<file path="config.mk">
export PLATFORM = sky130hd
export DESIGN_NAME = cdm_mult_pipe
export DESIGN_NICKNAME = d
export VERILOG_FILES = /design/src/rtl/cdm_mult_pipe.sv
export SDC_FILE = /design/constraint.sdc
export NUM_CORES = 1
export LEC_CHECK = 0
export BUFFER_PORTS_ARGS = -buffer_cell sky130_fd_sc_hd__buf_4
export CAP_MARGIN = 20
export CORE_UTILIZATION = 56
export CTS_BUF_LIST = sky130_fd_sc_hd__clkbuf_4
export CTS_CLUSTER_DIAMETER = 80
export CTS_CLUSTER_SIZE = 40
export DETAILED_ROUTE_END_ITERATION = 8
export GPL_ROUTABILITY_DRIVEN = 0
export PLACE_DENSITY = 0.8
export SLEW_MARGIN = 15
export SYNTH_ARGS = -nofsm -noshare
export SYNTH_HDL_FRONTEND = slang
export SYNTH_SLANG_ARGS = --single-unit
</file>
<file path="constraint.sdc">
create_clock -name clk -period 4.3 [get_ports clk]
set_input_delay 0.86 -clock clk [delete_from_list [all_inputs] [get_ports clk]]
set_output_delay 0.86 -clock clk [all_outputs]
set_load 0.05 [all_outputs]
</file>
<file path="src/rtl/cdm_mult_pipe.sv">
// ============================================================================
// cdm_mult_pipe
// ----------------------------------------------------------------------------
// Pipelined carry-disregard approximate multiplier with a valid/ready stream
// interface, a per-beat exact/approximate mode, a per-result error output
// and running error statistics.
//
// Approximate product (mode = 0):
//   * product columns c < K: the result bit is the OR of every partial
//     product bit in that column, and no carry leaves the column;
//   * product columns c >= K: the partial products of those columns are
//     summed exactly, truncated to the 2W-bit product width.
// Exact product (mode = 1): R = A * B.
// Error: E = A * B - R, which is never negative.
//
// Pipeline (one global advance enable, bubbles are not collapsed):
//   stage 1 : register A, B, mode
//   stage 2 : low-column OR vector, high-column partial sum, exact product
//   stage 3 : select R, compute E, registered outputs
//
// Parameters
//   W  : operand width (2..32)
//   K  : number of low product columns with carries disregarded (0..2W)
//   CW : statistics counter width
//
// Ports
//   clk        in   1    clock, rising edge
//   rst_n      in   1    asynchronous active-low reset
//   in_valid   in   1    operand beat valid
//   in_ready   out  1    block accepts beat (= advance enable)
//   A          in   W    multiplicand, unsigned
//   B          in   W    multiplier, unsigned
//   mode       in   1    0 = approximate, 1 = exact
//   out_valid  out  1    result valid
//   out_ready  in   1    consumer accepts result
//   R          out  2W   product (approximate or exact)
//   E          out  2W   exact product minus R
//   clr_stats  in   1    synchronous clear of statistics
//   txn_cnt    out  CW   completed output transactions (wraps)
//   err_acc    out  CW   saturating sum of E over completed transactions
// ============================================================================
module cdm_mult_pipe #(
    parameter int W  = 8,
    parameter int K  = 9,
    parameter int CW = 32
) (
    input  logic            clk,
    input  logic            rst_n,
    input  logic            in_valid,
    output logic            in_ready,
    input  logic [W-1:0]    A,
    input  logic [W-1:0]    B,
    input  logic            mode,
    output logic            out_valid,
    input  logic            out_ready,
    output logic [2*W-1:0]  R,
    output logic [2*W-1:0]  E,
    input  logic            clr_stats,
    output logic [CW-1:0]   txn_cnt,
    output logic [CW-1:0]   err_acc
);

    localparam int PW = 2 * W;
    // Wide enough to hold err_acc + E without wrapping, so saturation is exact.
    localparam int SW = ((CW > PW) ? CW : PW) + 1;

    // ------------------------------------------------------------------------
    // Helper functions
    // ------------------------------------------------------------------------

    // Mask of the product columns that keep exact carry propagation (c >= K).
    function automatic logic [PW-1:0] hi_mask_f();
        logic [PW-1:0] m;
        m = {PW{1'b0}};
        for (int c = 0; c < PW; c++) begin
            if (c >= K) begin
                m[c] = 1'b1;
            end else begin
                m[c] = 1'b0;
            end
        end
        return m;
    endfunction

    localparam logic [PW-1:0] HI_MASK = hi_mask_f();

    // Column-wise OR of the partial products, restricted to columns c < K.
    function automatic logic [PW-1:0] col_or_f(input logic [W-1:0] a,
                                               input logic [W-1:0] b);
        logic [PW-1:0] v;
        v = {PW{1'b0}};
        for (int i = 0; i < W; i++) begin
            for (int j = 0; j < W; j++) begin
                v[i+j] = v[i+j] | (a[i] & b[j]);
            end
        end
        return v & ~HI_MASK;
    endfunction

    // Exact sum of the partial products whose column is >= K. Each row is
    // b shifted by i with its low columns masked off, so the result has only
    // zeros below column K and can be ORed with the low-column vector.
    // This sum never exceeds A*B, so it always fits in 2W bits.
    function automatic logic [PW-1:0] hi_sum_f(input logic [W-1:0] a,
                                               input logic [W-1:0] b);
        logic [PW-1:0] s;
        logic [PW-1:0] row;
        s = {PW{1'b0}};
        for (int i = 0; i < W; i++) begin
            row = ({{W{1'b0}}, b} << i) & HI_MASK;
            s   = s + (a[i] ? row : {PW{1'b0}});
        end
        return s;
    endfunction

    // Full-width exact product.
    function automatic logic [PW-1:0] exact_f(input logic [W-1:0] a,
                                              input logic [W-1:0] b);
        return {{W{1'b0}}, a} * {{W{1'b0}}, b};
    endfunction

    // ------------------------------------------------------------------------
    // Pipeline registers
    // ------------------------------------------------------------------------
    logic            r_s1_v;
    logic [W-1:0]    r_s1_a;
    logic [W-1:0]    r_s1_b;
    logic            r_s1_mode;

    logic            r_s2_v;
    logic [PW-1:0]   r_s2_lo;
    logic [PW-1:0]   r_s2_hi;
    logic [PW-1:0]   r_s2_exact;
    logic            r_s2_mode;

    logic            r_out_v;
    logic [PW-1:0]   r_r;
    logic [PW-1:0]   r_e;

    logic [CW-1:0]   r_txn_cnt;
    logic [CW-1:0]   r_err_acc;

    // ------------------------------------------------------------------------
    // Combinational signals
    // ------------------------------------------------------------------------
    logic            w_adv;
    logic            w_hs;
    logic [PW-1:0]   w_r_sel;
    logic [PW-1:0]   w_e;
    logic [SW-1:0]   w_err_sum;
    logic [CW-1:0]   w_err_next;

    localparam logic [SW-1:0] CNT_MAX = SW'({CW{1'b1}});

    // Global advance enable and output handshake.
    always_comb begin
        w_adv = 1'b0;
        w_hs  = 1'b0;
        w_adv = (~r_out_v) | out_ready;
        w_hs  = r_out_v & out_ready;
    end

    // Stage 3 datapath: result select and error.
    always_comb begin
        w_r_sel = {PW{1'b0}};
        w_e     = {PW{1'b0}};
        if (r_s2_mode) begin
            w_r_sel = r_s2_exact;
        end else begin
            w_r_sel = r_s2_hi | r_s2_lo;
        end
        w_e = r_s2_exact - w_r_sel;
    end

    // Saturating next value of the error accumulator.
    always_comb begin
        w_err_sum  = {SW{1'b0}};
        w_err_next = {CW{1'b0}};
        w_err_sum  = SW'(r_err_acc) + SW'(r_e);
        if (w_err_sum > CNT_MAX) begin
            w_err_next = {CW{1'b1}};
        end else begin
            w_err_next = w_err_sum[CW-1:0];
        end
    end

    // Stage 1: capture operands; data only loads when a beat is accepted.
    always_ff @(posedge clk or negedge rst_n) begin
        if (!rst_n) begin
            r_s1_v    <= 1'b0;
            r_s1_a    <= {W{1'b0}};
            r_s1_b    <= {W{1'b0}};
            r_s1_mode <= 1'b0;
        end else if (w_adv) begin
            r_s1_v <= in_valid;
            if (in_valid) begin
                r_s1_a    <= A;
                r_s1_b    <= B;
                r_s1_mode <= mode;
            end
        end
    end

    // Stage 2: low-column OR vector, high-column sum and exact product.
    always_ff @(posedge clk or negedge rst_n) begin
        if (!rst_n) begin
            r_s2_v     <= 1'b0;
            r_s2_lo    <= {PW{1'b0}};
            r_s2_hi    <= {PW{1'b0}};
            r_s2_exact <= {PW{1'b0}};
            r_s2_mode  <= 1'b0;
        end else if (w_adv) begin
            r_s2_v <= r_s1_v;
            if (r_s1_v) begin
                r_s2_lo    <= col_or_f(r_s1_a, r_s1_b);
                r_s2_hi    <= hi_sum_f(r_s1_a, r_s1_b);
                r_s2_exact <= exact_f(r_s1_a, r_s1_b);
                r_s2_mode  <= r_s1_mode;
            end
        end
    end

    // Stage 3: registered outputs; R/E hold while the consumer stalls.
    always_ff @(posedge clk or negedge rst_n) begin
        if (!rst_n) begin
            r_out_v <= 1'b0;
            r_r     <= {PW{1'b0}};
            r_e     <= {PW{1'b0}};
        end else if (w_adv) begin
            r_out_v <= r_s2_v;
            if (r_s2_v) begin
                r_r <= w_r_sel;
                r_e <= w_e;
            end
        end
    end

    // Statistics: clear has priority over a completing handshake.
    always_ff @(posedge clk or negedge rst_n) begin
        if (!rst_n) begin
            r_txn_cnt <= {CW{1'b0}};
            r_err_acc <= {CW{1'b0}};
        end else if (clr_stats) begin
            r_txn_cnt <= {CW{1'b0}};
            r_err_acc <= {CW{1'b0}};
        end else if (w_hs) begin
            r_txn_cnt <= r_txn_cnt + CW'(1'b1);
            r_err_acc <= w_err_next;
        end
    end

    assign in_ready  = w_adv;
    assign out_valid = r_out_v;
    assign R         = r_r;
    assign E         = r_e;
    assign txn_cnt   = r_txn_cnt;
    assign err_acc   = r_err_acc;

endmodule

</file>
Word level (Yosys, flattened, before mapping). Cells that the tools add are included.

Add/sub/neg operators: 8. Multiply operators: 1. $lt $le $gt $ge: 1. Mux-type cells: 12. Bitwise logic cells: 81. Reductions and logical operators: 4.

Operator list (number): 32-bit two-way mux (5); 1-bit bitwise AND (44); 1-bit bitwise OR (35); 32-bit by 16-bit adder with 33-bit output (1); 33-bit by 32-bit > comparator with 1-bit output (second input constant) (1); 32-bit by 1-bit adder with 32-bit output (second input constant) (1); 15-bit by 15-bit adder with 16-bit output (1); 8-bit by 8-bit multiplier with 16-bit output (1); 16-bit two-way mux (1); 16-bit by 9-bit bitwise OR with 16-bit output (1); 16-bit subtractor (1); 14-bit by 14-bit adder with 15-bit output (1); 15-bit two-way mux (1); 13-bit by 13-bit adder with 14-bit output (1); 14-bit two-way mux (1); 12-bit by 12-bit adder with 13-bit output (1); 13-bit two-way mux (1); 10-bit by 11-bit adder with 12-bit output (1); 12-bit two-way mux (1); 11-bit two-way mux (1); 10-bit two-way mux (1); 2-bit AND reduction (3); 2-bit nonzero test (1); 1-bit NOT (1).

Flip-flop bits (word level): 158. Input port bits: 22. Output and inout port bits: 98. Logic and storage cells: 121.

Logic depth before layout (Yosys ltp).
Depth in word-level cells: 8. Depth in mapped cells: 18. Depth with buffers taken out: 17.

Worst setup path before layout. No wires, ideal clock.

Path kind: register to register. Start point: register r_s1_a[1]. End point: register r_s2_exact[15]. Setup time: 0.129 ns. Arrival time: 4.251 ns. Data required time: 4.171 ns. Path slack: -0.080 ns. Stages on the path, launching flop included: 16. Buffers on the path: 1. Clock period less this slack: 4.380 ns. Path through: dfrtp_1 > clkbuf_1 > and2_1 > fa_1 > fa_1 > fa_1 > inv_1 > fa_1 > inv_1 > ha_1 > or2_2 > a31oi_1 > a21oi_1 > a311oi_1 > xnor2_1 > o21ai_1.

Word-level cells in the longest chain between the ends: 1.

RTL lines: start: declaration (line 126) `logic [W-1:0] r_s1_a;`; start signal: assignment (line 191) `r_s1_a <= {W{1'b0}};`; 8-bit by 8-bit multiplier with 16-bit output (line 119) `return {{W{1'b0}}, a} * {{W{1'b0}}, b};`; end signal: assignment (line 210) `r_s2_exact <= {PW{1'b0}};`; end signal: assignment (line 217) `r_s2_exact <= exact_f(r_s1_a, r_s1_b);`; end: declaration (line 133) `logic [PW-1:0] r_s2_exact;`.

Every way passes these cells. A chain may end at the register's enable or synchronous reset.

Worst setup path in the final report.
Start point: register r_s1_a[3]. End point: register r_s2_exact[14].

The elaborated chain is that of the path after synthesis.

==> reports/qor.tcl <==
set qor(drt.antenna.violating_nets) 0
set qor(dp_worst_setup_slack_ns) -0.0344
set qor(critical_path_class) {flip-flop to flip-flop}
set qor(start_util_pct) 58.0
set qor(chipHeight_um) 139
set qor(timing.max_cap.violations) 0
set qor(routed_wirelength_um) 25100
set qor(setup_viol) 1
set qor(max-clock-path-buffers) 2
set qor(netlist_instances) 1133
set qor(most_numerous_cell_in_the_yosys_netlist) {dfrtp_1}
set qor(cp_data_required_time_ns) 4.79
set qor(final_min_period_over_clock_period_pct) 101
set qor(hold_path_class) {input pin to asynchronous set/reset pin}
set qor(maxSlewViolCount) 0
set qor(mean_instance_size_in_the_synthesized_netlist_um2) 9.32
set qor(finish.net_count) 1421
set qor(critical_path.slowest_cell) {fa_1}
set qor(detail_route.drc_violations) 0
set qor(rrSetupSlack_ns) -0.03
set qor(die_x_um) 139
set qor(post_route_cells_drive_above_1_share_pct) 20.5
set qor(first_pass_iters) 5
set qor(grt_pass1_vias) 8564
set qor(synthesized_cell_area_mm2) 0.0106
set qor(vias) 8787
set qor(yosysTopAreaCellShare_pct) 34.8
set qor(cts.htree.levels) 4
set qor(synth_compound_area_share_pct) 12.6
set qor(cts_tree) {built}
set qor(end_kind) {flip-flop}
set qor(grt.total_usage_pct) 26.3
set qor(dominant_combinational_cell_family_by_area_after_synthesis) {adder cells}
set qor(yosys-top-cells-count) {dfrtp_1, nand2_1, inv_1, o21ai_0, ha_1}
set qor(syn_to_final_growth_pct) 17.2
set qor(post_synthesis_sequential_element_count) 147
set qor(dominant_synthesized_flop_cell) {dfrtp_1}
set qor(synth.area.mux_share_pct) 4.67
set qor(io_buffers) 118
set qor(synth_xor_area_share_pct) 5.39
set qor(grt_setup_unrepaired) {true}
set qor(post_drt_wl_per_cell_um) 16.6
set qor(holdWs_ns) 0.341
set qor(achievable-frequency_ghz) 0.231
set qor(grt_first_pass_wirelength_um) 41000
set qor(delay_contributed_by_the_slowest_stage_of_the_critical_path_ns) 0.54
set qor(cp_cell_sequence) {and2_4 -> fa_1 -> inv_1 -> fa_1 -> inv_2 -> fa_1 -> inv_2 -> fa_1 -> inv_2 -> ha_4 -> o21a_1 -> o21a_1 -> o211ai_1 -> o211a_1 -> or3_1 -> a31oi_1}
set qor(synth_fp_nets) 1285
set qor(simple_logic_cell_fraction_of_the_synthesized_area_pct) 18.6
set qor(die_footprint_mm2) 0.0194
set qor(synth_sequential_area_ratio_pct) 34.8
set qor(failed_checks) {setup timing}
set qor(worst_slew_margin_rel_pct) 41.5
set qor(run_status) {finished with violations}
set qor(crit_arrival_ns) 4.83
set qor(layout_setup_ws_ns) -0.0320
set qor(viasPerCell) 5.81
set qor(maximum_number_of_pins_on_one_net_before_global_route_repair) 85
set qor(floorplan.core_area_mm2) 0.0182
set qor(initialDrtViolationCount) 460
set qor(tritoncts.num_buffers) 17
set qor(cts_clock_pin_slew_for_the_worst_setup_and_hold_paths_ns) 0.14
set qor(cts-root-buf) {clkbuf_4}
set qor(synthesis.yosys.warnings) 0
set qor(clock_skew_ns) 0.0256
set qor(crit_path_frequent_cell) {fa_1}
set qor(critPathLaunchType) {flip-flop}
set qor(crit_buf_inv) 4
set qor(grt_overflow) 0
set qor(synth-edff-count) 0
set qor(synth_cell_type_count) 71
set qor(multi_input_comb_area_mm2) 0.00650
set qor(tightestPinTransition_ns) 0.878
set qor(clock_insertion_delay_worst_skew_ns) 0.57
set qor(place.detailed.hpwl_um) 18700
set qor(fin_crit_ns) 4.33
set qor(post_synth_fa_ha_maj_area_fraction_pct) 18.7
set qor(post-synth-top-area-cell) {dfrtp_1}
set qor(share_of_synthesized_registers_carrying_an_async_set_or_reset_pct) 100
set qor(clkSinkCount) 147
set qor(cts_hold_buf) 0
set qor(antenna_found_initial) 1
set qor(fillerInstances) 1445
set qor(final-hold-violation-count) 0
set qor(synth.top_cells.by_area) {dfrtp_1, ha_1, fa_1, nand2_1, o21ai_0}
set qor(layout.area.seq_mm2) 0.00369
set qor(crit_fanout) 6
set qor(path_delay_family) {adder cells}
set qor(core.rowCount) 49
set qor(top_level_ports) 120
-- stage by stage --
stage / cells / instance area, um2 / util (%) / setup TNS [ns]
global placement: 1468 / 11800 / 64.8 / 0
global route: 1512 / 12400 / 68.0 / -0.598
detailed placement: 1468 / 11800 / 64.8 / -0.0786
floorplan: 1133 / 10600 / - / 0
CTS: 1502 / 12200 / 66.7 / 0
finish: 1512 / 12400 / 68.0 / -0.0320
-- final cells by class --
| type | count | share of cell area (%) |
|---|---|---|
| diodes | 1 | 0.0202 |
| clock buffers | 17 | 1.03 |
| clock inverters | 15 | 1.49 |
| inverters | 102 | 3.09 |
| multi-input cells | 845 | 52.5 |
| flip-flops and latches | 147 | 29.8 |
| well taps | 229 | 2.31 |
| repair buffers | 156 | 9.74 |
-- cells by family after synthesis --
| group | Yosys count |
|---|---|
| other | 1 |
| AOI/OAI and AO/OA | 211 |
| and+or+nand+nor | 391 |
| DFF | 147 |
| xor gates and xnor gates | 65 |
| muxes | 47 |
| buffers and inverters | 141 |
| adders and majority gates | 130 |
-- what timing repair did --
item,CTS,global route
resized for setup,8,42
setup endpoints to repair,4,6
pin swaps,1,22
setup buffers,2,9
-- layout by cell type (no fill, tap or decap), types with 7 or more instances in the layout --
cell,n
buf_4,149
dfrtp_1,141
nand2_1,132
inv_1,96
o21ai_0,85
ha_1,78
nor2_1,67
and2_1,45
fa_1,44
xor2_1,41
a21oi_1,33
mux2i_1,29
nand3_1,25
xnor2_1,24
nor3_1,23
mux2_2,18
clkbuf_4,17
nand4_1,16
and3_1,12
o21a_1,10
o21ai_1,10
a21o_1,9
nand2b_1,8
o211ai_1,8
nor3b_1,8
nor2b_1,7
or3_1,7
a31oi_1,7
-- worst reg2reg max path, delay by kind of cell (launching register included) --
kind                       cells  cell delay (ns)
adders and majority gates      5             2.38
AOI/OAI and AO/OA              5             0.75
and+or+nand+nor                2             0.48
DFF                            1             0.47
buffers and inverters          4             0.18
-- path summary, 6_finish.rpt --
kind,from,to,depth (start not counted)
worst max-delay path,r_s1_a[3],r_s2_exact[14],16
worst min-delay path,rst_n,err_acc[11],1
worst max register to register,r_s1_a[3],r_s2_exact[14],16
worst min register to register,R[1],R[1],2
max in group asynchronous,rst_n,r_s1_b[3],2
min in group clk,R[1],R[1],2
-- flip-flops by register name, summed over array words and instances (netlist names) --
name / cells
r_s1_v: 1
E: 15
err_acc: 32
r_s2_lo: 8
R: 16
r_s1_a: 8
r_s1_b: 8
txn_cnt: 32
r_s2_v: 1
r_s2_hi: 7
r_s2_mode: 1
out_valid: 1
r_s1_mode: 1
r_s2_exact: 16
-- layer usage --
| layer | part of all wire (%) | vias up | global-route usage, % |
|---|---|---|---|
| met2 | 51 | 277 | 45.5 |
| met3 | 4.8 | 52 | 3.75 |
| met5 | 0 | - | 0 |
| li1 | - | 4163 | - |
| met4 | 2.4 | 0 | 9.65 |
| met1 | 42 | 4295 | 33.6 |
Power is not shown: default switching activity piles up to over one toggle a cycle in this logic, so the estimate is an artifact.
